$ cat src/rtl/hazard_scoreboard.sv
// Register scoreboard and issue controller sitting between IF/ID and ID/EX.
// Optional EX/MEM forwarding latencies selected by HAZARD_SCOREBOARD_FORWARD_EN.
module hazard_scoreboard #(
    parameter int WB_LAT      = 3,
    parameter int STALL_CNT_W = 16
) (
    input  logic                   clk,
    input  logic                   rst_n,
    input  logic                   id_valid,
    input  logic [31:0]            instr_id,
    input  logic                   branch_taken,
    output logic                   stall,
    output logic                   bubble,
    output logic                   flush,
    output logic [31:0]            instr_issue,
    output logic [31:0]            busy_mask,
    output logic [STALL_CNT_W-1:0] stall_count
);

    localparam logic [1:0] WB_LAT_C = 2'(WB_LAT);
`ifdef HAZARD_SCOREBOARD_FORWARD_EN
    localparam logic [1:0] ALU_LOAD = 2'd0;
    localparam logic [1:0] LW_LOAD  = 2'd1;
`else
    localparam logic [1:0] ALU_LOAD = WB_LAT_C;
    localparam logic [1:0] LW_LOAD  = WB_LAT_C;
`endif

    logic [1:0]             cnt_q [32];
    logic [1:0]             cnt_d [32];
    logic [31:0]            busy_q, busy_d;
    logic [31:0]            instr_q, instr_d;
    logic [STALL_CNT_W-1:0] scnt_q, scnt_d;

    logic [5:0] opcode_s;
    logic [4:0] rs_s, rt_s, rd_s, dest_s;
    logic       rs_rd_s, rt_rd_s, wr_s, hazard_s, issue_s, load_en_s;
    logic [1:0] load_val_s;

    assign opcode_s = instr_id[31:26];
    assign rs_s     = instr_id[25:21];
    assign rt_s     = instr_id[20:16];
    assign rd_s     = instr_id[15:11];

    // Opcode decode: which source fields are read, destination and its load value.
    always_comb begin
        rs_rd_s    = 1'b0;
        rt_rd_s    = 1'b0;
        wr_s       = 1'b0;
        dest_s     = 5'd0;
        load_val_s = ALU_LOAD;
        case (opcode_s)
            6'h00: begin
                rs_rd_s = 1'b1;
                rt_rd_s = 1'b1;
                wr_s    = 1'b1;
                dest_s  = rd_s;
            end
            6'h23: begin
                rs_rd_s    = 1'b1;
                wr_s       = 1'b1;
                dest_s     = rt_s;
                load_val_s = LW_LOAD;
            end
            6'h2B, 6'h04, 6'h05: begin
                rs_rd_s = 1'b1;
                rt_rd_s = 1'b1;
            end
            6'h02: begin
                rs_rd_s = 1'b0;
            end
            default: begin
                rs_rd_s = 1'b1;
                wr_s    = 1'b1;
                dest_s  = rt_s;
            end
        endcase
    end

    assign hazard_s = id_valid && (instr_id != 32'd0) &&
                      ((rs_rd_s && (rs_s != 5'd0) && (cnt_q[rs_s] != 2'd0)) ||
                       (rt_rd_s && (rt_s != 5'd0) && (cnt_q[rt_s] != 2'd0)));
    assign issue_s   = !branch_taken && !hazard_s;
    assign load_en_s = issue_s && id_valid && wr_s && (dest_s != 5'd0);

    // Control outputs are forced low while reset is asserted.
    assign flush  = rst_n & branch_taken;
    assign stall  = rst_n & ~branch_taken & hazard_s;
    assign bubble = rst_n & (branch_taken | hazard_s);

    // Next-state for counters, busy bits, issue register and stall counter.
    always_comb begin
        instr_d = 32'd0;
        if (issue_s && id_valid) begin
            instr_d = instr_id;
        end else begin
            instr_d = 32'd0;
        end
        for (int r = 0; r < 32; r++) begin
            if (load_en_s && (dest_s == 5'(r))) begin
                cnt_d[r] = load_val_s;
            end else if (cnt_q[r] != 2'd0) begin
                cnt_d[r] = cnt_q[r] - 2'd1;
            end else begin
                cnt_d[r] = 2'd0;
            end
            busy_d[r] = (cnt_d[r] != 2'd0);
        end
        if (!branch_taken && hazard_s && (scnt_q != {STALL_CNT_W{1'b1}})) begin
            scnt_d = scnt_q + STALL_CNT_W'(1);
        end else begin
            scnt_d = scnt_q;
        end
    end

    // State registers with asynchronous active-low reset.
    always_ff @(posedge clk or negedge rst_n) begin
        if (!rst_n) begin
            for (int r = 0; r < 32; r++) begin
                cnt_q[r] <= 2'd0;
            end
            busy_q  <= 32'd0;
            instr_q <= 32'd0;
            scnt_q  <= '0;
        end else begin
            for (int r = 0; r < 32; r++) begin
                cnt_q[r] <= cnt_d[r];
            end
            busy_q  <= busy_d;
            instr_q <= instr_d;
            scnt_q  <= scnt_d;
        end
    end

    assign instr_issue = instr_q;
    assign busy_mask   = busy_q;
    assign stall_count = scnt_q;

endmodule

$ cat config.mk
export PLATFORM = sky130hd
export DESIGN_NAME = hazard_scoreboard
export DESIGN_NICKNAME = d
export VERILOG_FILES = /design/src/rtl/hazard_scoreboard.sv
export SDC_FILE = /design/constraint.sdc
export NUM_CORES = 1
export LEC_CHECK = 0
export ABC_CLOCK_PERIOD_IN_PS = 3300
export CAP_MARGIN = 10
export CELL_PAD_IN_SITES_DETAIL_PLACEMENT = 0
export CELL_PAD_IN_SITES_GLOBAL_PLACEMENT = 1
export CORE_UTILIZATION = 35
export CTS_BUF_LIST = sky130_fd_sc_hd__clkbuf_4
export DETAILED_ROUTE_END_ITERATION = 10
export HOLD_SLACK_MARGIN = 0.08
export PLACE_DENSITY_LB_ADDON = 0.1
export SKIP_CTS_REPAIR_TIMING = 1
export SLEW_MARGIN = 40
export SYNTH_ARGS = -nofsm -noshare
export SYNTH_HDL_FRONTEND = slang
export SYNTH_SLANG_ARGS = --single-unit
export TNS_END_PERCENT = 20
$ cat constraint.sdc
create_clock -name clk -period 3.3 [get_ports clk]
set_input_delay 0.33 -clock clk [delete_from_list [all_inputs] [get_ports clk]]
set_output_delay 0.33 -clock clk [all_outputs]
set_load 0.02 [all_outputs]
# Word level (Yosys, flattened, before mapping)
# Index checks and enable logic that the tools add are counted.
[classes]
n_addsub = 33
order_cmp = 2
eq_ne = 36
muxes = 75
n_bitwise = 8
reduce_logical = 121
[op_table]
columns = ["operator", "n"]
rows = [
  ["two-way mux 2 bit", 68],
  ["nonzero test 2 bit", 66],
  ["== test 5 bit, second input constant", 16],
  ["subtractor 2 x 1 -> 2 bit, second input constant", 32],
  ["logical AND 1 bit", 44],
  ["== test 5 x 4 -> 1 bit, second input constant", 8],
  ["two-way mux 32 bit", 1],
  ["nonzero test 32 bit", 1],
  ["binary-select mux 2 bit (select 5 bit)", 2],
  ["== test 5 x 3 -> 1 bit, second input constant", 4],
  ["adder 16 x 1 -> 16 bit, second input constant", 1],
  ["!= test 16 bit, second input constant", 1],
  ["nonzero test 5 bit", 3],
  ["== test 6 x 3 -> 1 bit, second input constant", 2],
  [">= comparator 6 bit, second input constant", 2],
  ["inverter 5 -> 6 bit", 2],
  ["== test 5 x 2 -> 1 bit, second input constant", 2],
  ["one-hot mux 5 bit (2 select lines)", 1],
  ["OR reduction 4 bit", 2],
  ["== test 6 x 2 -> 1 bit, second input constant", 1],
  ["== test 6 bit, second input constant", 1],
  ["logical NOT 6 bit", 1],
  ["== test 5 x 1 -> 1 bit, second input constant", 1],
  ["logical NOT 5 bit", 1],
  ["6 further kinds", 12],
]
[word_totals]
regBits = 144
in_bits = 36
out_inout_bits = 83
elab_cells = 310

# Longest topological paths before layout
[depth]
depth_word = 16
mapped_depth = 11

# Worst setup path before layout
# No wires, ideal clock.
[synth_timing]
path_type = "input to output"
from = "input port instr_id[17]"
to = "output port stall"
arrival_time_ps = 2617
slack_ps = 353
path_stages = 8
path_buffers = 1
path_cell_list = "inv_2 -> mux4_2 -> a2111oi_1 -> o41ai_1 -> o22ai_2 -> nand2_1 -> clkbuf_1 -> nor3b_1"
[synth_between]
elab_chain_len = 9
[synth_rtl]
columns = ["item", "line_no", "rtl"]
rows = [
  ["from (decl)", "10", "input logic [31:0] instr_id,"],
  ["inverter 5 -> 6 bit (implied by the code)", "82", "(rt_rd_s && (rt_s != 5'd0) && (cnt_q[rt_s] != 2'd0)));"],
  ["binary-select mux 2 bit (select 5 bit)", "82", ""],
  ["two-way mux 2 bit (implied by the code) (2 in series)", "82", ""],
  ["nonzero test 2 bit", "82", ""],
  ["logical AND 1 bit", "82", ""],
  ["logical OR 1 bit", "81", "((rs_rd_s && (rs_s != 5'd0) && (cnt_q[rs_s] != 2'd0)) ||"],
  ["logical AND 1 bit (*)", "80", "assign hazard_s = id_valid && (instr_id != 32'd0) &&"],
  ["bitwise AND 1 bit (*)", "88", "assign stall = rst_n & ~branch_taken & hazard_s;"],
  ["to (decl)", "12", "output logic stall,"],
]
# Mark *: on every way between the ends. The rest lies on a longest branch, timed or not. The select of a mux whose other input is x is not followed.

# Worst setup path after layout
[layout_timing]
from = "register cnt_q[53] (netlist bit)"
to = "output port stall"
[layout_between]
elab_chain_len = 8
[layout_rtl]
columns = ["item", "line_no", "rtl"]
rows = [
  ["from (decl)", "29", "logic [1:0] cnt_q [32];"],
  ["from (signal, indexed assignment)", "127", "cnt_q[r] <= cnt_d[r];"],
  ["binary-select mux 2 bit (select 5 bit), on equally long branches", "81, 82", ""],
  ["two-way mux 2 bit, on equally long branches (2 in series)", "81, 82", ""],
  ["nonzero test 2 bit, on equally long branches", "81, 82", ""],
  ["logical AND 1 bit, on equally long branches", "81, 82", ""],
  ["logical OR 1 bit (*)", "81", ""],
  ["logical AND 1 bit (*)", "80", ""],
  ["bitwise AND 1 bit (*)", "88", ""],
]
# Marks and branches as above.

==> PnR_summary.wiki <==
{| class="wikitable"
! Metric !! Value
|-
| Run status || complete, no violations
|-
| Count of flip-flops with a built-in enable after synthesis || 0
|-
| Logic depth of the worst register-to-register path || 9
|-
| Average footprint of a synthesized cell || about 11 sq um
|-
| CTS Root Cell || clkbuf_4
|-
| Setup TNS || 0 ns
|-
| Slew margin rel. || 54.5%
|-
| TritonCTS clock tree || yes
|-
| Overall power of the completed layout || 3.56 mW
|-
| Remaining DRCs || 0
|-
| Global-route congestion overflow total || 0
|-
| Crit path buffers/inverters || 2
|-
| Met3 wire length || around 960 um
|-
| WL/cell || between 15 and 20 um
|-
| Layout overhead on the synthesized area || 31.5%
|-
| Ys async rst share || 100%
|-
| Global-route usage over all layers || between 20% and 30%
|-
| Instance area at placement || 0.00815 sq mm
|-
| Sequential fraction of the synthesis area || 55.7%
|-
| Arrival time at the worst endpoint || 2.78 ns
|-
| Category of the worst setup path capture point || output pin
|-
| Largest delay share family, worst path || compound AO/OA/AOI/OAI gates
|-
| Wire length on met2 || 8420 um
|-
| Post-Synthesis Cells || between 500 and 600
|-
| Clk slew on worst S/H paths || 0.12 ns
|-
| Setup Skew || approximately 0.018 ns
|-
| Max-cap violations || 0
|-
| Share of final-layout standard cells stronger than drive strength 1 || between 10% and 20%
|-
| Last weighted congestion value of the routability-driven placer || approximately 0.9
|-
| Pre-CTS WS || -0.315 ns
|-
| RSZ-0062 raised after global routing || false
|-
| Post-detailed-placement half-perimeter wirelength || 13500 um
|-
| Slew at the pin with the worst max-slew slack || 0.682 ns
|-
| Number of clock sinks seen by CTS || 144
|-
| Number of routed nets with antenna violations || 0
|-
| Lkg Pwr || 3.58 nW
|-
| Vias in the first global route || 5171
|-
| Largest area contributor in the synthesized netlist || dfrtp_1
|-
| Share of the cycle needed by the critical path after routing || 94.2%
|-
| Die Area || 0.0190 sq mm
|-
| Post-layout worst setup margin || 0.191 ns
|-
| Num rows || 49
|-
| Achievable Freq || 0.322 GHz
|-
| Cell Chain, Critical Path || nor2_1 -> mux4_2 -> a2111oi_4 -> o41ai_2 -> o22ai_2 -> buf_4 -> nand2_1 -> nor3b_2 -> buf_2
|-
| Flops & latches, synth || 144
|-
| Class of the most critical setup path || reg -> out
|-
| Met1 layer wirelength in the final routing || 8990 um
|-
| Cell with the most instances after synthesis || dfrtp_1
|-
| Total via count in the routed design || roughly 5400
|-
| Starting density of the core || about 36%
|-
| Final layout net count || between 700 and 800
|-
| Area of all placed cells without fillers || 0.00851 sq mm
|-
| Number of placed I/O pins || between 100 and 150
|-
| Number of clock buffers inserted by TritonCTS || 17
|-
| Critical-path cell with the highest stage delay || mux4_2
|-
| Critical Path RT || 2.97 ns
|-
| Worst reg-to-reg setup slack || 0.55 ns
|-
| Leading post-synthesis cells by cell area || dfrtp_1, o31ai_1, o32ai_1, mux4_2, and2_1
|-
| Power density normalized to cell area || about 420 mW/mm^2
|-
| Worst-case hold slack || between 0.15 and 0.2 ns
|-
| Die width || 138 um
|-
| Finished Core Util || 47.2%
|-
| Max Slew Vio Count || 0
|-
| Worst IR Drop VDD || 0.260 mV
|-
| Placed cells || approximately 950
|-
| Type of origin of the critical path || flip-flop
|-
| Most used flip-flop cell after synthesis || dfrtp_1
|-
| Highest fanout seen on the critical path || 3
|-
| Antenna violations before repair || 1
|-
| Post-DR vias/cell || ~5.4
|-
| Clock insertion delay at the later pin of the skew report || 0.56 ns
|-
| CTS H-tree lvls || 4
|-
| Number of port buffers || 118
|-
| Non-Filler Instances || 989
|-
| Final Setup Violations || 0
|-
| Total nets after synthesis || 629
|-
| Peak per-stage delay on the critical path || 0.51 ns
|-
| Most frequent cells after synthesis || dfrtp_1, o31ai_1, nand2_1
|-
| Hold Fails Final Rpt || 0
|-
| Maximum number of pins on one net before global-route repair || 128
|-
| Path category of the worst min-delay check || in -> async
|-
| Die span in y || 138 um
|-
| DRT iter0 DRCs || 302
|-
| Global-route wire length before repair || 29000 um
|-
| Yosys warning total || 0
|-
| Number of different library cells in the post-synthesis netlist || 58
|-
| Syn Std Cell Area || 0.00647 sq mm
|-
| Detailed Route WL || 18700 um
|-
| Top-area cell type share of the netlist area || between 50 and 60%
|-
| Floorplan Core Area || 0.0180 sq mm
|-
| Stages on the worst setup path || 9
|-
| Number of fill cells in the layout || 1727
|-
| Uppermost signal routing layer after detailed routing || met4
|-
| Maximum buffer depth of the clock tree || 2
|-
| Final worst path period need || 3.11 ns
|-
| TritonRoute pass-1 iters || 5
|}
==> layer usage <==
layer  up-vias  global-route usage (%)
li1       2493                       -
met1      2679                    29.6
met2       157                    30.5
met3        22                    4.20
met4         0                    7.07
met5         -                       0
==> final cells by class <==
type	instances	area, sq um	area share (%)
sequential	144	3600	42.3
timing repair buffer	170	1590	18.7
antenna	1	2.50	0.0294
multi-input combinational	375	2600	30.6
clock inverter	13	146	1.72
clock buffer	18	135	1.59
inverter	39	146	1.72
tap	229	287	3.37
==> worst paths after layout <==
path                        startpoint        endpoint
setup / recovery             cnt_q[53]           stall
hold / removal                   rst_n       cnt_q[54]
setup reg to reg             cnt_q[26]   busy_mask[29]
hold reg to reg              cnt_q[16]       cnt_q[16]
max in group asynchronous        rst_n       cnt_q[45]
min in group clk           instr_id[1]  instr_issue[1]
==> state kept, by name, indices dropped and copies added, names as in the netlist <==
name	flops
busy_mask	32
cnt_q	64
instr_issue	32
stall_count	16
==> cell usage in the layout (no fill, tap or decap), types with 10 or more instances in the layout <==
| cell | n |
|---|---|
| dfrtp_1 | 144 |
| clkdlybuf4s50_1 | 114 |
| o31ai_1 | 51 |
| buf_4 | 50 |
| nand2_1 | 45 |
| nor2_1 | 40 |
| inv_1 | 36 |
| o32ai_1 | 31 |
| and2_1 | 29 |
| nor3_1 | 19 |
| clkbuf_4 | 18 |
| nand3_1 | 17 |
| xnor2_1 | 13 |
| and3_1 | 11 |
| a32o_1 | 10 |
==> cells by family after synthesis <==
group	Yosys count	share of synthesized area (%)
XOR/XNOR	13	1.76
flip-flops	144	55.7
adder cells (fa/ha/maj)	1	0.193
multiplexers	12	3.65
AO/OA/AOI/OAI	140	17.4
AND/OR/NAND/NOR	209	16.6
buffers and inverters	73	4.72
==> power breakdown <==
part / leakage (nW) / switching, mW / internal, mW
combinational: 1.45 / 0.321 / 0.243
clock: 0.144 / 0.623 / 0.516
sequential: 1.99 / 0.0435 / 1.82
Note: power is estimated with default switching activity, not from simulation.
